`config.mk`:
```
export PLATFORM = sky130hd
export DESIGN_NAME = sdram_port_arbiter
export DESIGN_NICKNAME = d
export VERILOG_FILES = /design/src/rtl/sdram_port_arbiter.sv
export SDC_FILE = /design/constraint.sdc
export NUM_CORES = 1
export LEC_CHECK = 0
export BUFFER_PORTS_ARGS = -buffer_cell sky130_fd_sc_hd__clkbuf_2
export CORE_AREA = 2 2 171 173
export CTS_BUF_LIST = sky130_fd_sc_hd__clkbuf_16
export DETAILED_ROUTE_END_ITERATION = 8
export DIE_AREA = 0 0 173 175
export GPL_TIMING_DRIVEN = 0
export PLACE_DENSITY = 0.54
export SLEW_MARGIN = 20
export SYNTH_ARGS = -nofsm -noshare
export SYNTH_HDL_FRONTEND = slang
export SYNTH_SLANG_ARGS = --single-unit
```
`constraint.sdc`:
```
create_clock -name clk -period 4.4 [get_ports clk]
set_input_delay 1.1 -clock clk [delete_from_list [all_inputs] [get_ports clk]]
set_output_delay 1.1 -clock clk [all_outputs]
set_load 0.05 [all_outputs]
```
`src/rtl/sdram_port_arbiter.sv`:
```
// Round-robin arbiter sharing one 32-bit SDRAM controller channel between NUM_REQ requesters.
// Optional statistics counters are built only when SDRAM_ARB_STATS_EN is defined.
module sdram_port_arbiter #(
    parameter int NUM_REQ        = 4,
    parameter int TIMEOUT_CYCLES = 1023,
    parameter int WAIT_W         = 10
) (
    input  logic                    clk,
    input  logic                    init_n,
    input  logic [NUM_REQ-1:0]      rq_req,
    input  logic [NUM_REQ*27-1:0]   rq_addr,
    input  logic [NUM_REQ*32-1:0]   rq_din,
    input  logic [NUM_REQ*4-1:0]    rq_be,
    input  logic [NUM_REQ-1:0]      rq_rnw,
    output logic [NUM_REQ-1:0]      rq_ack,
    output logic                    rq_err,
    output logic [31:0]             rq_dout,
    output logic [26:0]             ram_addr,
    output logic [31:0]             ram_din,
    output logic [3:0]              ram_be,
    output logic                    ram_rnw,
    output logic                    ram_req,
    input  logic [31:0]             ram_dout,
    input  logic                    ram_ready,
    output logic                    busy,
    output logic [31:0]             stat_busy_cycles,
    output logic [7:0]              stat_timeouts
);

    localparam int IDX_W = (NUM_REQ > 1) ? $clog2(NUM_REQ) : 1;

    localparam logic [1:0] ST_IDLE  = 2'd0;
    localparam logic [1:0] ST_ISSUE = 2'd1;
    localparam logic [1:0] ST_WAIT  = 2'd2;
    localparam logic [1:0] ST_DONE  = 2'd3;

    logic [1:0]         state_reg;
    logic [IDX_W-1:0]   grant_reg;
    logic [WAIT_W-1:0]  wait_cnt_reg;
    logic [26:0]        ram_addr_reg;
    logic [31:0]        ram_din_reg;
    logic [3:0]         ram_be_reg;
    logic               ram_rnw_reg;
    logic               ram_req_reg;
    logic [NUM_REQ-1:0] rq_ack_reg;
    logic               rq_err_reg;
    logic [31:0]        rq_dout_reg;

    logic [26:0]        addr_arr [NUM_REQ];
    logic [31:0]        din_arr  [NUM_REQ];
    logic [3:0]         be_arr   [NUM_REQ];

    logic               grant_found;
    logic [IDX_W-1:0]   grant_idx;
    logic [IDX_W-1:0]   cand_idx;
    int                 cand_int;
    logic [NUM_REQ-1:0] grant_onehot;
    logic               accept_ready;
    logic               timeout_hit;

    genvar gi;
    generate
        for (gi = 0; gi < NUM_REQ; gi++) begin : g_unpack
            assign addr_arr[gi] = rq_addr[27*gi +: 27];
            assign din_arr[gi]  = rq_din[32*gi +: 32];
            assign be_arr[gi]   = rq_be[4*gi +: 4];
        end
    endgenerate

    // Search starts one past the last grantee so every requester is served in turn.
    always_comb begin
        grant_found = 1'b0;
        grant_idx   = '0;
        cand_int    = 0;
        cand_idx    = '0;
        for (int k = 1; k <= NUM_REQ; k++) begin
            cand_int = int'(grant_reg) + k;
            if (cand_int >= NUM_REQ) begin
                cand_int = cand_int - NUM_REQ;
            end
            cand_idx = cand_int[IDX_W-1:0];
            if (!grant_found && rq_req[cand_idx]) begin
                grant_found = 1'b1;
                grant_idx   = cand_idx;
            end
        end
    end

    always_comb begin
        grant_onehot            = '0;
        grant_onehot[grant_reg] = 1'b1;
    end

    // A ready pulse is honoured in ISSUE as well as WAIT; it always beats the timeout.
    assign accept_ready = ram_ready && ((state_reg == ST_ISSUE) || (state_reg == ST_WAIT));
    assign timeout_hit  = (state_reg == ST_WAIT) && !ram_ready &&
                          (wait_cnt_reg == WAIT_W'(TIMEOUT_CYCLES - 1));

    always_ff @(posedge clk or negedge init_n) begin
        if (!init_n) begin
            state_reg    <= ST_IDLE;
            grant_reg    <= IDX_W'(NUM_REQ - 1);
            wait_cnt_reg <= '0;
            ram_addr_reg <= '0;
            ram_din_reg  <= '0;
            ram_be_reg   <= '0;
            ram_rnw_reg  <= 1'b0;
            ram_req_reg  <= 1'b0;
            rq_ack_reg   <= '0;
            rq_err_reg   <= 1'b0;
            rq_dout_reg  <= '0;
        end else begin
            ram_req_reg <= 1'b0;
            rq_ack_reg  <= '0;
            rq_err_reg  <= 1'b0;
            case (state_reg)
                ST_IDLE: begin
                    if (grant_found) begin
                        grant_reg    <= grant_idx;
                        ram_addr_reg <= addr_arr[grant_idx];
                        ram_din_reg  <= din_arr[grant_idx];
                        ram_be_reg   <= be_arr[grant_idx];
                        ram_rnw_reg  <= rq_rnw[grant_idx];
                        ram_req_reg  <= 1'b1;
                        state_reg    <= ST_ISSUE;
                    end
                end
                ST_ISSUE: begin
                    wait_cnt_reg <= '0;
                    state_reg    <= ST_WAIT;
                    if (accept_ready) begin
                        if (ram_rnw_reg) begin
                            rq_dout_reg <= ram_dout;
                        end
                        rq_ack_reg <= grant_onehot;
                        state_reg  <= ST_DONE;
                    end
                end
                ST_WAIT: begin
                    if (accept_ready) begin
                        if (ram_rnw_reg) begin
                            rq_dout_reg <= ram_dout;
                        end
                        rq_ack_reg <= grant_onehot;
                        state_reg  <= ST_DONE;
                    end else if (timeout_hit) begin
                        rq_ack_reg <= grant_onehot;
                        rq_err_reg <= 1'b1;
                        state_reg  <= ST_DONE;
                    end else begin
                        wait_cnt_reg <= wait_cnt_reg + 1'b1;
                    end
                end
                ST_DONE: begin
                    state_reg <= ST_IDLE;
                end
                default: begin
                    state_reg <= ST_IDLE;
                end
            endcase
        end
    end

    assign busy     = (state_reg != ST_IDLE);
    assign ram_addr = ram_addr_reg;
    assign ram_din  = ram_din_reg;
    assign ram_be   = ram_be_reg;
    assign ram_rnw  = ram_rnw_reg;
    assign ram_req  = ram_req_reg;
    assign rq_ack   = rq_ack_reg;
    assign rq_err   = rq_err_reg;
    assign rq_dout  = rq_dout_reg;

`ifdef SDRAM_ARB_STATS_EN
    logic [31:0] busy_cnt_reg;
    logic [7:0]  timeout_cnt_reg;

    always_ff @(posedge clk or negedge init_n) begin
        if (!init_n) begin
            busy_cnt_reg    <= '0;
            timeout_cnt_reg <= '0;
        end else begin
            if (busy) begin
                busy_cnt_reg <= busy_cnt_reg + 32'd1;
            end
            if (timeout_hit && (timeout_cnt_reg != 8'hFF)) begin
                timeout_cnt_reg <= timeout_cnt_reg + 8'd1;
            end
        end
    end

    assign stat_busy_cycles = busy_cnt_reg;
    assign stat_timeouts    = timeout_cnt_reg;
`else
    assign stat_busy_cycles = 32'd0;
    assign stat_timeouts    = 8'd0;
`endif

endmodule

```
==> summary.md, run 1 <==
| Metric | Value |
|---|---|
| Status | `completed` |
| Crit path kind | `reg -> reg` |
| # resized after CTS | `0` |
| DRT Wirelength | `28990 µm` |
| Clock Pin Slew Worst Setup and Hold Paths | `0.06 ns` |
| Hold Path Class | `reg -> reg` |
| Vias | `7417` |
| TritonCTS Buffers | `17` |
| Reg2reg start | `grant_reg[1]` |
| Adder-Cell Fraction of Synth Area | `0.01633` |
| Drt drc | `0` |
| Yosys reg bits | `116` |
| Pwr Density | `a little over 900 nW/µm²` |
| Most frequent cells in the layout | `394 x clkbuf_2, 140 x nand2_1, 114 x dfrtp_1` |
| Root Driver | `clkbuf_16` |
| Worst Setup End Kind | `register` |
| Actual slew at the worst max-slew pin | `0.7544 ns` |
| Yosys cell types | `47` |
| All-Layer GR Usage | `0.1866` |
| Placer Congestion | `0.8522` |
| Cell Chain, Critical Path | `buf_4, inv_1, ha_1, o32ai_4, buf_4, buf_2, and3_1, a211oi_1, a311oi_1` |
| Setup TNS | `0 ns` |
| Hold Path Depth | `1` |
| Vias per cell | `4.621` |
| Reg2reg setup slack | `1.53 ns` |
| Skew-Pair Late Insertion Delay | `0.42 ns` |
| Crit path DAT | `3.18 ns` |
| Core Region | `28390 µm²` |
| Bufs on Longest Clock Path | `2` |
| Share of cells above drive strength 1 | `0.4652` |
| CP most frequent cell | `buf_4` |
| Total gr overflow | `0` |
| Area fraction in compound gates after synthesis | `0.1899` |
| Final Max Slew Viols | `0` |
| Placed Instances | `1573` |
| Netlist Area Pre-Place | `a little under 7000 µm²` |
| FILL cells | `3013` |
| Die area | `30280 µm²` |
| Wire per inst | `18.06 µm` |
| Critical Path Slowest Stage Cell | `dfstp_2` |
| Row count | `62` |
| Syn Inst Count | `about 750` |
| Register Area | `2905 µm²` |
| Initial DRC Count | `317` |
| PortBufs | `395` |
| Fin cells | `roughly 1.6k` |
| Top FF cell, synth | `dfrtp_1` |
| Final hold violation count | `0` |
| Post-Synth XOR/XNOR Area | `0.008888` |
| Terminus of the critical flop-to-flop path | `ram_din[4]` |
| Critical path's largest stage delay | `0.58 ns` |
| Worst path top cell family by delay | `buffers and inverters` |
| FMAX | `~350 MHz` |
| Final worst path period share | `0.6521` |
| Min cycle time layout | `2.869 ns` |
| Syn-to-layout area delta | `46.35%` |
| CTS tree | `built` |
| Initial cell density of the core | `0.2429` |
| Max-Cap Viols | `0` |
| Die height | `175 µm` |
| Total number of yosys warnings | `0` |
| LEAKAGE | `5.163 nW` |
| Post-synth ARST share | `1.000` |
| Largest family of logic cells by synthesized area | `simple AND/OR/NAND/NOR gates` |
| CTS HTree Levels | `4` |
| Post-synthesis mux area share | `0.05841` |
| Die W | `173 µm` |
| Beginning of the worst hold path | `rq_dout[31]` |
| EDFF count, synth | `0` |
| # clock sinks | `116` |
| Unrepaired setup endpoints after global routing | `no` |
| Setup violators final | `0` |
| I/O Pins | `438` |
| Mapped Avg Cell Area | `~9.1 µm²` |
| Number of antenna violations at the first check in global routing | `4` |
| CP Launch Type | `register` |
| Buf+Inv Stages, Crit Path | `4` |
| Worst R2R Path Depth | `9` |
| Commonest non-fill, non-tap cell in the layout | `clkbuf_2` |
| HPWL Detailed | `22540 µm` |
| Hold slack | `0.5055 ns` |
| Worst slew margin | `0.4970` |
| Drt pass-1 iters | `6` |
| Final core area utilization | `0.3555` |
| Ant diodes | `0` |
| Vias in the first global route | `between 7k and 8k` |
| Nets | `1512` |
| Largest net degree at the start of global routing | `83` |
| Register area share after synthesis | `0.4212` |
| Post-DRT Antenna Nets | `0` |
| Hold path endpoint | `rq_dout[31]` |
| # hold bufs at CTS | `0` |
| Postcts setup bufs | `0` |
| Simple-gate share of the synthesized area | `0.2073` |
| Crit-path max FO | `10` |
| Multi-input logic area | `between 3000 and 4000 µm²` |
| First-pass GRT wire length | `43460 µm` |
| Final Skew | `between 0.01 and 0.015 ns` |
| WP data required | `roughly 4.7 ns` |
| Max rail drop VDD | `about 0.44 mV` |
worst register-to-register path: cells and delay by family, from the launching register on:
kind / cells / cell delay [ns]
buf+inv: 4 / 0.90
fa+ha+maj: 1 / 0.39
simple gates: 1 / 0.24
flops: 1 / 0.58
compound gates: 3 / 0.66
cells by family (layout without fill, tap and decap cells):
logic type,count (synthesis),count (layout)
buffers and inverters,111,539
adder cells (fa/ha/maj),9,9
AO/OA/AOI/OAI,157,157
flip-flops,116,116
XOR/XNOR,7,7
AND/OR/NAND/NOR,317,317
other,1,40
multiplexers,36,36
metal layers:
metal,vias up,track usage,share of wire
li1,3540,-,-
met1,3467,0.2237,0.40
met2,365,0.3262,0.50
met3,41,0.04569,0.077
met4,4,0.06391,0.023
met5,-,0,0.00093
synth_stat cells (9+ instances only):
library cell  instances  area [µm²]
buf_4                50       375.4
dfrtp_1             114        2853
a311oi_1             58       508.0
nand2_1             140       525.5
ha_1                  9       112.6
mux2_2               34       382.9
and3_1               65       406.6
buf_2                36       180.2
a211oi_1             62       465.5
nor2_1               78       292.8
clkbuf_1             12       45.04
how the worst max path moves through the flow:
stage                     slack, ns         start           to  cells after the start
after global placement         0.24        init_n  ram_addr[2]                      1
after floorplan                1.89     rq_req[2]  ram_addr[6]                      9
after global routing           1.35  grant_reg[1]   ram_din[6]                      9
final                          1.53  grant_reg[1]   ram_din[4]                      9
after CTS                      1.51  grant_reg[1]   ram_din[6]                      9
after detailed placement       1.30     rq_req[1]   ram_din[8]                      8
final cells by class:
cell class / count / share of cell area
Buffer: 103 / 0.06358
Clock buffer: 17 / 0.04214
Clock inverter: 15 / 0.01301
Inverter: 8 / 0.002975
Multi-Input combinational cell: 566 / 0.3435
Sequential cell: 116 / 0.2878
Tap cell: 384 / 0.04760
Timing Repair Buffer: 396 / 0.1994
stage by stage:
step           total power [mW]  cell area (µm²)  worst slack [ns]
2_1_floorplan             6.276             7044             1.887
3_3_place_gp              8.118             9502            0.2449
3_5_place_dp              8.146             9538             1.296
4_1_cts                   9.528            10090             1.510
5_1_grt                   10.04            10090             1.353
6_report                  9.428            10090             1.531
where the power goes:
group	leakage [nW]	switching, mW	internal (mW)	total, mW
logic	3.55	4.38	1.80	6.18
registers	1.35	0.298	1.59	1.89
clock network	0.265	0.576	0.779	1.36
Power figures use the tool's default switching activity.
==> inputs of run 2 (changes only) <==
--- a/config.mk
+++ b/config.mk
@@ -11,7 +11,7 @@
 export DETAILED_ROUTE_END_ITERATION = 8
 export DIE_AREA = 0 0 173 175
 export GPL_TIMING_DRIVEN = 0
-export PLACE_DENSITY = 0.54
+export PLACE_DENSITY = 0.56
 export SLEW_MARGIN = 20
 export SYNTH_ARGS = -nofsm -noshare
 export SYNTH_HDL_FRONTEND = slang
==> constraint.sdc (replaced) <==
create_clock -name clk -period 2.6 [get_ports clk]
set_input_delay 0.65 -clock clk [delete_from_list [all_inputs] [get_ports clk]]
set_output_delay 0.65 -clock clk [all_outputs]
set_load 0.05 [all_outputs]
==> run 2 against run 1 <==
- setup slack lost 1.4 ns
- global-route usage is essentially flat
- first-iteration DRC count grew 2.2%
- flip-flop and latch count is the same
- sequential power grew 68%
- utilization grew 0.89 points
- clock power grew 73%
- worst hold slack lost 0.35 ns
- via count grew 0.58%
- critical path type unchanged
- maximum frequency grew 16%
==> summary.md, run 2 (synthesis results as in run 1) <==
| Metric | Value |
|---|---|
| Actual slew at the worst max-slew pin | `0.5908 ns` |
| TritonCTS Buffers | `17` |
| Worst path top cell family by delay | `buffers and inverters` |
| Setup violators final | `0` |
| # clock sinks | `approximately 120` |
| Worst Setup End Kind | `register` |
| Final hold violation count | `0` |
| Worst R2R Path Depth | `10` |
| Post-DRT Antenna Nets | `0` |
| # hold bufs at CTS | `0` |
| Vias | `between 7k and 8k` |
| Crit path capture | `ram_din[21]` |
| PortBufs | `395` |
| Combinational share of power | `0.666` |
| Final Skew | `0.01260 ns` |
| Placer Congestion | `0.8778` |
| Final WS setup | `0.1170 ns` |
| All-Layer GR Usage | `0.1870` |
| Critical Path Slowest Stage Cell | `dfstp_2` |
| Die area | `30280 µm²` |
| First-pass GRT wire length | `43550 µm` |
| Pwr Density | `1600 nW/µm²` |
| Hold Path Class | `in -> async` |
| Drt pass-1 iters | `5` |
| Min cycle time layout | `2.483 ns` |
| Fin cells | `1605` |
| I/O Pins | `roughly 440` |
| Root Driver | `clkbuf_16` |
| Crit path DAT | `2.79 ns` |
| Hold slack | `0.1513 ns` |
| Crit-path max FO | `10` |
| FMAX | `402.7 MHz` |
| Final Max Slew Viols | `0` |
| Bufs on Longest Clock Path | `2` |
| Max rail drop VDD | `0.5353 mV` |
| Critical path's largest stage delay | `0.57 ns` |
| CTS tree | `built` |
| Die W | `173 µm` |
| CP Launch Type | `register` |
| Worst slew margin | `0.6061` |
| FILL cells | `roughly 3.0k` |
| Largest net degree at the start of global routing | `81` |
| DRT Wirelength | `between 20000 and 30000 µm` |
| Status | `completed` |
| Sw frac | `0.5437` |
| Row count | `between 60 and 70` |
| Int Pwr | `approximately 7.6 mW` |
| Terminus of the critical flop-to-flop path | `ram_din[21]` |
| Final core area utilization | `0.3645` |
| CTS HTree Levels | `4` |
| Vias in the first global route | `approximately 7.6k` |
| Setup TNS | `0 ns` |
| Cell Chain, Critical Path | `buf_4, inv_1, ha_4, nand2_1, o32ai_4, and2_4, buf_12, buf_4, nand2_1, a311oi_2` |
| Commonest non-fill, non-tap cell in the layout | `clkbuf_2` |
| Reg2reg setup slack | `0.12 ns` |
| LEAKAGE | `~5.2 nW` |
| Share of cells above drive strength 1 | `0.4885` |
| Max-Cap Viols | `0` |
| Number of antenna violations at the first check in global routing | `2` |
| Crit path kind | `reg -> reg` |
| Critical path depth in cells | `10` |
| Place WS | `-0.2801 ns` |
| Total gr overflow | `0` |
| Clock power share | `0.142` |
| Clock Pin Slew Worst Setup and Hold Paths | `about 0.06 ns` |
| Reg2reg start | `grant_reg[1]` |
| HPWL Detailed | `22590 µm` |
| Wire per inst | `18.19 µm` |
| Initial cell density of the core | `0.2429` |
| Unrepaired setup endpoints after global routing | `yes` |
| Drt drc | `0` |
| Core Region | `28390 µm²` |
| Skew-Pair Late Insertion Delay | `0.41 ns` |
| Buf+Inv Stages, Crit Path | `4` |
| Final worst path period share | `0.9550` |
| Placed Instances | `1573` |
| Syn-to-layout area delta | `50.03%` |
| Vias per cell | `roughly 4.6` |
| Reg power frac | `0.192` |
| Initial DRC Count | `approximately 320` |
| P_sw | `around 9 mW` |
| Nets | `1514` |
| Die height | `175 µm` |
| Crit path from | `grant_reg[1]` |
| Most frequent cells in the layout | `398 x clkbuf_2, 140 x nand2_1, 114 x dfrtp_1` |
| WP data required | `approximately 2.9 ns` |
==> run 2: cell types whose count changed in the layout (fill, tap and decap cells not counted), moves of 3 or more <==
cell      before  now
clkbuf_4       0    3
a211oi_1      62   43
buf_6          3    6
clkinv_1       2    5
inv_6          3    0
a311oi_2       6   12
clkbuf_2     394  398
clkbuf_1      12    8
a311oi_1      58   52
buf_2         36   26
a211oi_2       2   20
buf_4         50   54
==> run 2: worst min path at each step <==
stage	cells after the start	start	to	slack, ns
2_1_floorplan	0	init_n	ram_addr[0]	0.35
3_5_place_dp	1	state_reg[0]	state_reg[0]	0.49
6_report	1	init_n	ram_din[4]	0.15
5_1_grt	1	init_n	ram_din[4]	0.15
4_1_cts	1	init_n	ram_din[4]	0.14
3_3_place_gp	1	rq_dout[19]	rq_dout[19]	0.49
==> run 2: power groups by stage <==
stage	Sequential [mW]	Clock (mW)	Combinational (mW)
5_1_grt	3.30	2.51	11.8
3_3_place_gp	3.19	0	10.5
2_1_floorplan	5.85	0	4.77
6_report	3.18	2.35	11.0
4_1_cts	3.18	2.43	10.8
3_5_place_dp	3.22	0	10.6
==> run 2: through the flow <==
| stage | total power [mW] | instance area [µm²] |
|---|---|---|
| final | 16.56 | 10350 |
| after global routing | 17.62 | 10350 |
| after CTS | 16.46 | 10190 |
| after detailed placement | 13.79 | 9538 |
| after global placement | 13.72 | 9502 |
| after floorplan | 10.62 | 7044 |
==> run 2: timing repair <==
item | 4_1_cts | 5_1_grt
pin swaps | 1 | 5
resized for setup | 21 | 35
setup endpoints to repair | 62 | 64
setup buffers | 2 | 0
==> run 2: cell type report <==
class	count	area (µm²)	area share
antenna	1	2.502	0.0002418
buffer	103	703.2	0.06795
clock buffer	17	425.4	0.04111
clock inverter	12	141.4	0.01366
inverter	8	30.03	0.002902
multi-input combinational	566	3632	0.3510
sequential	116	2905	0.2807
tap	384	480.5	0.04643
timing repair buffer	398	2028	0.1960
==> run 2: per-layer routing <==
layer / up-vias / global-route usage / part of all wire
li1: 3551 / - / -
met1: 3504 / 0.2217 / 0.41
met2: 359 / 0.3187 / 0.48
met3: 46 / 0.05635 / 0.077
met4: 0 / 0.07062 / 0.027
met5: - / 0 / 0
==> inputs of run 3 (changes only) <==
--- a/config.mk
+++ b/config.mk
@@ -5,13 +5,14 @@
 export SDC_FILE = /design/constraint.sdc
 export NUM_CORES = 1
 export LEC_CHECK = 0
+export ABC_CLOCK_PERIOD_IN_PS = 2600
 export BUFFER_PORTS_ARGS = -buffer_cell sky130_fd_sc_hd__clkbuf_2
-export CORE_AREA = 2 2 171 173
+export CORE_AREA = 2 2 172 174
 export CTS_BUF_LIST = sky130_fd_sc_hd__clkbuf_16
 export DETAILED_ROUTE_END_ITERATION = 8
-export DIE_AREA = 0 0 173 175
+export DIE_AREA = 0 0 174 176
 export GPL_TIMING_DRIVEN = 0
-export PLACE_DENSITY = 0.56
+export PLACE_DENSITY = 0.55
 export SLEW_MARGIN = 20
 export SYNTH_ARGS = -nofsm -noshare
 export SYNTH_HDL_FRONTEND = slang
==> run 3 against run 2 <==
- clock-buffer cell count unchanged
- sequential power about the same
- first-iteration DRC count decreased by 4.6%
- critical path depth unchanged
- wire length about the same
==> summary.md, run 3 (synthesis results as in run 1) <==
| Metric | Value |
|---|---|
| HPWL Detailed | `22590 µm` |
| Most frequent cells in the layout | `398 x clkbuf_2, 140 x nand2_1, 114 x dfrtp_1` |
| Die W | `174 µm` |
| DRT Wirelength | `29170 µm` |
| Initial DRC Count | `309` |
| Final hold violation count | `0` |
| Terminus of the critical flop-to-flop path | `ram_din[2]` |
| Vias | `7451` |
| Root Driver | `clkbuf_16` |
| Final core area utilization | `0.3655` |
| PortBufs | `395` |
| Skew-Pair Late Insertion Delay | `0.42 ns` |
| Commonest non-fill, non-tap cell in the layout | `clkbuf_2` |
| Largest net degree at the start of global routing | `72` |
| Unrepaired setup endpoints after global routing | `yes` |
| Final Skew | `0.01335 ns` |
| Final worst path period share | `0.9612` |
| Post-DRT Antenna Nets | `0` |
| WP data required | `2.91 ns` |
| # clock sinks | `approximately 120` |
| Crit path kind | `reg -> reg` |
| Worst slew margin | `0.6081` |
| Pwr Density | `1613 nW/µm²` |
| Min cycle time layout | `2.499 ns` |
| Syn-to-layout area delta | `51.26%` |
| FMAX | `between 400 and 500 MHz` |
| Setup TNS | `0 ns` |
| Hold Path Class | `in -> async` |
| Reg2reg start | `grant_reg[1]` |
| Number of antenna violations at the first check in global routing | `1` |
| Worst Setup End Kind | `register` |
| Bufs on Longest Clock Path | `2` |
| Critical path's largest stage delay | `0.58 ns` |
| FILL cells | `2996` |
| Buf+Inv Stages, Crit Path | `4` |
| Wire per inst | `18.09 µm` |
| Clock Pin Slew Worst Setup and Hold Paths | `approximately 0.070 ns` |
| Share of cells above drive strength 1 | `0.4931` |
| First-pass GRT wire length | `43300 µm` |
| Reg2reg setup slack | `roughly 0.1 ns` |
| # hold bufs at CTS | `0` |
| Core Region | `around 29000 µm²` |
| I/O Pins | `about 440` |
| Crit-path max FO | `10` |
| Cell Chain, Critical Path | `buf_6, clkinvlp_4, ha_4, nand2_1, o32ai_4, buf_6, buf_6, and3_1, a211oi_1, a311oi_1` |
| TritonCTS Buffers | `17` |
| Max-Cap Viols | `0` |
| Drt drc | `0` |
| Row count | `62` |
| Max rail drop VDD | `0.4845 mV` |
| Worst path top cell family by delay | `buffers and inverters` |
| All-Layer GR Usage | `0.1839` |
| Setup violators final | `0` |
| CTS HTree Levels | `4` |
| Final Max Slew Viols | `0` |
| Actual slew at the worst max-slew pin | `0.5879 ns` |
| Initial cell density of the core | `0.2416` |
| Vias in the first global route | `approximately 7.7k` |
| CP most frequent cell | `buf_6` |
| Critical Path Slowest Stage Cell | `dfstp_2` |
| CTS tree | `built` |
| LEAKAGE | `5.288 nW` |
| Die area | `30620 µm²` |
| CP Launch Type | `register` |
| Drt pass-1 iters | `6` |
| Crit path DAT | `2.81 ns` |
| Die height | `176 µm` |
| Status | `completed` |
| Placer Congestion | `0.8370` |
| Nets | `1518` |
| Worst R2R Path Depth | `10` |
| Total gr overflow | `0` |
| Vias per cell | `4.622` |
## run 3: metal layers
metal	wire (µm)	track usage	vias up	part of all wire
met1	11900	0.2161	3490	0.41
met3	2211	0.05233	42	0.076
met4	655	0.06338	0	0.022
li1	-	-	3560	-
met2	14400	0.3219	359	0.49
met5	0	0	-	0
## run 3: stage by stage
stage | setup slack, ns | hold WS (ns) | instance area [µm²] | power [mW] | instances
CTS | 0.005751 | 0.1640 | 10230 | 16.57 | 1607
floorplan | 0.2945 | 0.3544 | 7044 | 10.62 | 793
global placement | -1.121 | 0.4850 | 9502 | 13.72 | 1572
detailed placement | -0.4922 | 0.4881 | 9538 | 13.75 | 1573
global route | -0.03416 | 0.1877 | 10430 | 17.88 | 1612
finish | 0.1009 | 0.1671 | 10430 | 16.83 | 1612
## run 3: cell type report
cell class | instances | area (µm²) | area share
diodes | 1 | 2.502 | 0.0002398
plain buffers | 103 | 703.2 | 0.06739
clock buffers | 17 | 425.4 | 0.04077
clock inverters | 15 | 205.2 | 0.01967
inverters | 8 | 33.78 | 0.003238
multi-input cells | 566 | 3618 | 0.3468
flip-flops and latches | 116 | 2905 | 0.2784
well taps | 384 | 480.5 | 0.04605
repair buffers | 402 | 2059 | 0.1974
## run 3: repair_timing
action                     4_1_cts  5_1_grt
gates resized for setup         11       47
pin swaps                        2        8
buffers inserted                 1        4
setup endpoints to repair       61       61
gates cloned                     1        0
## run 3: how the worst max path moves through the flow
| stage | startpoint | endpoint | slack [ns] | cells past startpoint |
|---|---|---|---|---|
| detailed placement | grant_reg[0] | ram_din[1] | -0.49 | 9 |
| finish | grant_reg[1] | ram_din[2] | 0.10 | 10 |
| floorplan | grant_reg[0] | ram_addr[6] | 0.29 | 9 |
| global route | grant_reg[0] | ram_addr[20] | -0.03 | 10 |
| CTS | grant_reg[0] | ram_din[26] | 0.006 | 11 |
| global placement | init_n | ram_be[1] | -1.12 | 1 |
## run 3: where the power goes
group	internal [mW]	switching [mW]
Sequential	2.70	0.500
Combinational	3.41	7.64
Clock	1.61	0.969
